File: src/rtl/apu_frame_counter.sv
// APU frame sequencer: counts CPU ticks, emits quarter/half-frame strobes and the
// frame IRQ, and applies $4017 mode writes after a short tick delay.
module apu_frame_counter #(
    parameter int STEP1    = 7457,
    parameter int STEP2    = 14913,
    parameter int STEP3    = 22371,
    parameter int STEP4    = 29829,
    parameter int STEP5    = 37281,
    parameter int WR_DELAY = 3
) (
    input  logic       CLOCK_50,
    input  logic       rst_n,
    input  logic       cpu_ce,
    input  logic       cfg_wr,
    input  logic [7:0] cfg_data,
    input  logic       status_rd,
    output logic       quarter_frame,
    output logic       half_frame,
    output logic       frame_irq,
    output logic       mode,
    output logic       irq_inhibit
);

    localparam int DW = $clog2(WR_DELAY + 1);

    localparam logic [15:0] S1   = 16'(STEP1);
    localparam logic [15:0] S2   = 16'(STEP2);
    localparam logic [15:0] S3   = 16'(STEP3);
    localparam logic [15:0] S4   = 16'(STEP4);
    localparam logic [15:0] S4M1 = 16'(STEP4 - 1);
    localparam logic [15:0] S5   = 16'(STEP5);

    typedef enum logic {
        ST_IDLE,
        ST_PENDING
    } wr_state_t;

    wr_state_t         state_q, state_d;
    logic [15:0]       count_q, count_d;
    logic [DW-1:0]     dly_q, dly_d;
    logic              mode_q, mode_d;
    logic              pend_mode_q, pend_mode_d;
    logic              irq_inhibit_q, irq_inhibit_d;
    logic              frame_irq_q, frame_irq_d;
    logic              qf_q, qf_d;
    logic              hf_q, hf_d;

    logic [15:0]       last_count;
    logic              hit_q;
    logic              hit_qh;
    logic              hit_irq;
    logic              reload;
    logic              irq_set;

    always_ff @(posedge CLOCK_50 or negedge rst_n) begin
        if (!rst_n) begin
            state_q       <= ST_IDLE;
            count_q       <= '0;
            dly_q         <= '0;
            mode_q        <= 1'b0;
            pend_mode_q   <= 1'b0;
            irq_inhibit_q <= 1'b0;
            frame_irq_q   <= 1'b0;
            qf_q          <= 1'b0;
            hf_q          <= 1'b0;
        end else begin
            state_q       <= state_d;
            count_q       <= count_d;
            dly_q         <= dly_d;
            mode_q        <= mode_d;
            pend_mode_q   <= pend_mode_d;
            irq_inhibit_q <= irq_inhibit_d;
            frame_irq_q   <= frame_irq_d;
            qf_q          <= qf_d;
            hf_q          <= hf_d;
        end
    end

    always_comb begin
        state_d       = state_q;
        count_d       = count_q;
        dly_d         = dly_q;
        mode_d        = mode_q;
        pend_mode_d   = pend_mode_q;
        irq_inhibit_d = irq_inhibit_q;
        frame_irq_d   = frame_irq_q;
        qf_d          = 1'b0;
        hf_d          = 1'b0;
        irq_set       = 1'b0;

        last_count = mode_q ? S5 : S4;
        hit_q      = (count_q == S1) || (count_q == S3);
        hit_qh     = (count_q == S2) || (count_q == last_count);
        hit_irq    = !mode_q && !irq_inhibit_q && ((count_q == S4M1) || (count_q == S4));
        // A write landing on the expiring tick restarts the delay instead of applying.
        reload     = cpu_ce && (state_q == ST_PENDING) && (dly_q == DW'(1)) && !cfg_wr;

        if (cpu_ce) begin
            if (reload && pend_mode_q) begin
                qf_d = 1'b1;
                hf_d = 1'b1;
            end else begin
                qf_d    = hit_q || hit_qh;
                hf_d    = hit_qh;
                irq_set = hit_irq;
            end

            if (reload) begin
                count_d = '0;
                mode_d  = pend_mode_q;
                state_d = ST_IDLE;
                dly_d   = '0;
            end else begin
                count_d = (count_q == last_count) ? 16'd0 : count_q + 16'd1;
                if (state_q == ST_PENDING) begin
                    dly_d = dly_q - DW'(1);
                end
            end
        end

        // Priority: read clear < tick set < inhibit write clear.
        if (status_rd) begin
            frame_irq_d = 1'b0;
        end
        if (irq_set) begin
            frame_irq_d = 1'b1;
        end

        if (cfg_wr) begin
            irq_inhibit_d = cfg_data[6];
            if (cfg_data[6]) begin
                frame_irq_d = 1'b0;
            end
            pend_mode_d = cfg_data[7];
            dly_d       = DW'(WR_DELAY);
            state_d     = ST_PENDING;
        end
    end

    assign quarter_frame = qf_q;
    assign half_frame    = hf_q;
    assign frame_irq     = frame_irq_q;
    assign mode          = mode_q;
    assign irq_inhibit   = irq_inhibit_q;

endmodule
File: config.mk
export PLATFORM = sky130hd
export DESIGN_NAME = apu_frame_counter
export DESIGN_NICKNAME = d
export VERILOG_FILES = /design/src/rtl/apu_frame_counter.sv
export SDC_FILE = /design/constraint.sdc
export NUM_CORES = 1
export LEC_CHECK = 0
export BUFFER_PORTS_ARGS = -buffer_cell sky130_fd_sc_hd__buf_4
export CORE_MARGIN = 5
export CORE_UTILIZATION = 35
export DETAILED_ROUTE_END_ITERATION = 8
export MAX_ROUTING_LAYER = met4
export SYNTH_ARGS = -nofsm -noshare
export SYNTH_HDL_FRONTEND = slang
export SYNTH_SLANG_ARGS = --single-unit
File: constraint.sdc
create_clock -name CLOCK_50 -period 2.8 [get_ports CLOCK_50]
set_input_delay 0.56 -clock CLOCK_50 [delete_from_list [all_inputs] [get_ports CLOCK_50]]
set_output_delay 0.56 -clock CLOCK_50 [all_outputs]
set_load 0.02 [all_outputs]
# Word level (Yosys, flattened, before mapping)
# Index checks and enable logic that the tools add are counted.
[word_totals]
output_inout_bits = 5
latchBits = 0
romBits = 0
wordCells = 57
memories = 0
ram_bits = 0
register_bits = 25
inputBits = 13
[classes]
n_div = 0
mul = 0
n_addsub = 2
n_bitwise = 0
n_lt_le_gt_ge = 0
eq_ne = 7
muxes = 20
n_shift = 0
n_reduce_logical = 19
[ops]
columns = ["operator", "n"]
rows = [
  ["$eq A16 B15 Y1 const B", 3],
  ["$mux W16", 3],
  ["$add A16 B1 Y16 const B", 1],
  ["$eq A16 B13 Y1 const B", 1],
  ["$eq A16 B14 Y1 const B", 1],
  ["$eq A16 B16 Y1", 1],
  ["$mux W1", 13],
  ["$mux W2", 4],
  ["$logic_and A1 B1 Y1", 6],
  ["$reduce_and A2 Y1", 3],
  ["$logic_or A1 B1 Y1", 4],
  ["$reduce_bool A2 Y1", 2],
  ["$logic_not A1 Y1", 3],
  ["$reduce_bool A3 Y1", 1],
  ["$eq A2 B1 Y1 const B", 1],
  ["$sub A2 B1 Y2 const B", 1],
]

# Longest topological paths before layout
[depth]
ltp_word = 9
depth_mapped = 7
mapped_depth_nobuf = 6

# Least setup slack after synthesis
# Ideal clock, no wire load.
[synth_timing]
path_kind = "flip-flop to flip-flop"
from = "register count_q[6]"
to = "register count_q[7]"
t_required_ps = 2674
stages_incl_launch_ff = 7
setup_slack_ps = 760
path_buffers = 2
setup_ps = 126
t_arrival_ps = 1914
synth_period_minus_slack_ps = 2040
cell_sequence = "dfrtp_1 buf_6 or4_4 a2111oi_4 buf_6 nor4_1 a311o_1"
[synth_via]
elab_chain_cells = 3
word_cells_on_any_way = 4
classes_between = "add/sub: 1; eq/ne: 1; mux: 2"
[synth_rtl]
columns = ["element", "line_no", "source"]
rows = [
  ["from (decl)", "39", "logic [15:0] count_q, count_d;"],
  ["from (signal assigned)", "68", "count_q <= count_d;"],
  ["$add A16 B1 Y16 / $eq A16 B16 Y1 (equally long branches)", "114", "count_d = (count_q == last_count) ? 16'd0 : count_q + 16'd1;"],
  ["$mux W16 *", "114", ""],
  ["$mux W16 *", "108", "if (reload) begin"],
]
# Every way passes the cells marked *; elsewhere a longest branch is shown, timed or not.
# A chain may end at the register's enable or synchronous reset.

# Worst setup path in the final report
# Ends and elaborated chain as after synthesis.

==> flow_metrics.tcl <==
set metrics [dict create \
    clockRootBuffer "clkbuf_8" \
    design_area_um2 1700 \
    die_area_um2 5850 \
    cts_buffers 3 \
    cp_max_fo 10 \
    synth_cell_types 48 \
    sequentialPowerShare 0.534 \
    fin_skew_ps 3.87 \
    ys_warn_count 0 \
    final_cells 220 \
    clkPwrFrac 0.246 \
    grt_pass1_vias 1289 \
    slew_violations 0 \
    synth_area_leaders "dfrtp_1 (40%), nand2_1 (3.6%), ha_1 (3.2%)" \
    place_area_um2 1660 \
    initial_core_util 0.358 \
    num-nets-final 186 \
    port_buffers 11 \
    hp-class "input pin to asynchronous set/reset pin" \
    ys_ff_latch 25 \
    drtPass1Iterations 4 \
    slowest_stage "or4_4" \
    leakage_nw 0.739 \
    reg2reg_from "count_q[6]$_DFFE_PN0P_" \
    start_kind "flip-flop" \
    reg2reg_depth 5 \
    drc_errors 0 \
    rr_endpoint "count_q[7]$_DFFE_PN0P_" \
    vias 1293 \
    dieWidth_um 76.5 \
    crit_arrival_ps 2300 \
    period_needed_ps 2140 \
    antenna_found_initial 0 \
    antenna_cells 0 \
    fp-row-count 24 \
    post-place-ws_ps 677 \
    area_growth_pct 10.1 \
    cp.required_ps 2960 \
    grt_max_degree 26 \
    ant_nets 0 \
    p_sw_mw 0.301 \
    clkTransAtPathRegs_ps 100 \
    dp.cells 216 \
    grt_usage 0.128 \
    hpwl_um 2640 \
    p_int_mw 0.597 \
    core_um2 4320 \
    status "finished clean" \
    die_y_um 76.5 \
    ctsLongestPathBuffers 2 \
    setup_tns_ps 0 \
    async_reset_ff_frac 1.00 \
    synth_ff_type "dfrtp_1" \
    critPathMaxStageDelay_ps 570 \
    io_pins 18 \
    yosys.area.top_type "dfrtp_1" \
    synth_top_area_frac 0.405 \
    setup_ws_ps 661 \
    postSynthNetCount 178 \
    grt_pass1_wl_um 6200 \
    rsz0062_at_grt "no" \
    p_sw_frac 0.335 \
    cts_tree "built" \
    r2r_setup_slack_ps 660 \
    clk-insertion-delay-late_ps 270 \
    overflow 0 \
    worstPathCellList "or4_4 > a2111oi_4 > buf_4 > nor2_1 > a311o_1" \
    htreeDepth 1 \
    wl_um 3600 \
    critPathCaptureType "flip-flop" \
    gp_congestion 0.889 \
    tightest_slew_ps 480 \
    setup_viol 0 \
    power_density_nw_per_um2 527 \
    post-route-period-util 0.764 \
    post-cts-setup-buffers 0 \
    yosysSeqAreaShare 0.405 \
    post-route-util 0.394 \
    synth_edf_count 0 \
    syn_inst 161 \
    ir_worst_vdd_v 0.000246 \
    drive_gt1_frac 0.137 \
    routed_via_density 5.88 \
    drt_iter0_drc 129 \
    hold_violations 0 \
    comb_power_share 0.220 \
    cts_hold_buffers 0 \
    post_cts_resized 0 \
    max_freq_mhz 467 \
    cts_sinks 25 \
    syn_area_per_cell_um2 9.61 \
    maxSlewHeadroom 0.677 \
    path_class "flip-flop to flip-flop" \
    netlist_area_um2 1550 \
    drv_cap 0 \
    wire_per_inst_um 16.4 \
]
[metrics by stage]
step	hold slack (ps)	power, mW
global placement	469	0.671
global route	201	0.945
CTS	196	0.902
floorplan	264	0.614
detailed placement	479	0.682
finish	184	0.898
[power by group through the flow]
stage | clock [mW] | combinational, mW | sequential [mW]
finish | 0.221 | 0.198 | 0.479
floorplan | 0 | 0.157 | 0.457
CTS | 0.225 | 0.200 | 0.476
detailed placement | 0 | 0.199 | 0.483
global route | 0.239 | 0.220 | 0.487
global placement | 0 | 0.191 | 0.480
[logic make-up (layout without fill, tap and decap cells)]
kind of cell,after synthesis,count (layout),synth area share
fa+ha+maj,4,4,0.0324
buf+inv,17,24,0.0534
compound gates,35,35,0.190
mux,3,3,0.0210
xor+xnor,2,2,0.0113
flops,25,25,0.405
simple gates,75,75,0.287
[cell usage in the layout, fill, tap and decap left out, types with 4 or more instances in the layout]
master	netlist	layout
nor2b_1	4	4
nand3_1	7	7
nor3_1	5	5
o31ai_1	4	4
a21o_1	6	6
buf_4	0	14
nand2_1	15	15
nor4_1	8	8
ha_1	4	4
nand4_1	5	5
nor2_1	7	7
dfrtp_1	25	25
nor3b_1	5	5
inv_1	6	6
[Yosys cell counts, drive strengths merged, types with 3 or more instances]
master	n
nor4	8
nor3	5
nor4b	3
clkbuf	6
o311ai	3
buf	5
nor2	7
a22o	3
and4	3
o31ai	4
nand2	15
and3	3
nand4	5
inv	6
nand3	7
ha	4
nor2b	4
dfrtp	25
a21o	6
nor3b	5
[per-layer routing]
metal	part of all wire	wire [um]	GRT usage
met1	0.48	1720	0.168
met3	0.025	89	0.0225
met2	0.49	1760	0.204
met5	0	0	-
met4	0.0083	30	0.0367
[registers in the layout, summed over array words and instances (netlist names)]
register       cells
half_frame         1
quarter_frame      1
state_q            1
irq_inhibit        1
dly_q              2
mode               1
frame_irq          1
pend_mode_q        1
count_q           16
[worst max-delay path: cells and delay by family, from the launching register on]
kind	cells	cell delay, ps
buffers and inverters	1	230
DFF	1	490
and+or+nand+nor	2	670
AOI/OAI and AO/OA	2	640
[final cells by class]
| cell class | instances | area (um2) |
|---|---|---|
| clock buffers | 3 | 41.3 |
| clock inverters | 1 | 5.00 |
| fillers | 433 | 2620 |
| inverters | 6 | 22.5 |
| multi-input cells | 119 | 838 |
| flip-flops and latches | 25 | 626 |
| well taps | 52 | 65.1 |
| repair buffers | 14 | 105 |
[worst max-delay path by stage]
stage,startpoint,end,slack (ps),cells past startpoint
6_report,count_q[6]$_DFFE_PN0P_,count_q[7]$_DFFE_PN0P_,660,5
5_1_grt,count_q[2]$_DFFE_PN0P_,count_q[7]$_DFFE_PN0P_,500,6
4_1_cts,count_q[6]$_DFFE_PN0P_,count_q[7]$_DFFE_PN0P_,660,5
3_5_place_dp,count_q[6]$_DFFE_PN0P_,count_q[7]$_DFFE_PN0P_,680,5
3_3_place_gp,count_q[6]$_DFFE_PN0P_,count_q[7]$_DFFE_PN0P_,700,5
2_1_floorplan,count_q[6]$_DFFE_PN0P_,count_q[7]$_DFFE_PN0P_,760,6
Note: power is estimated with default switching activity, not from simulation.
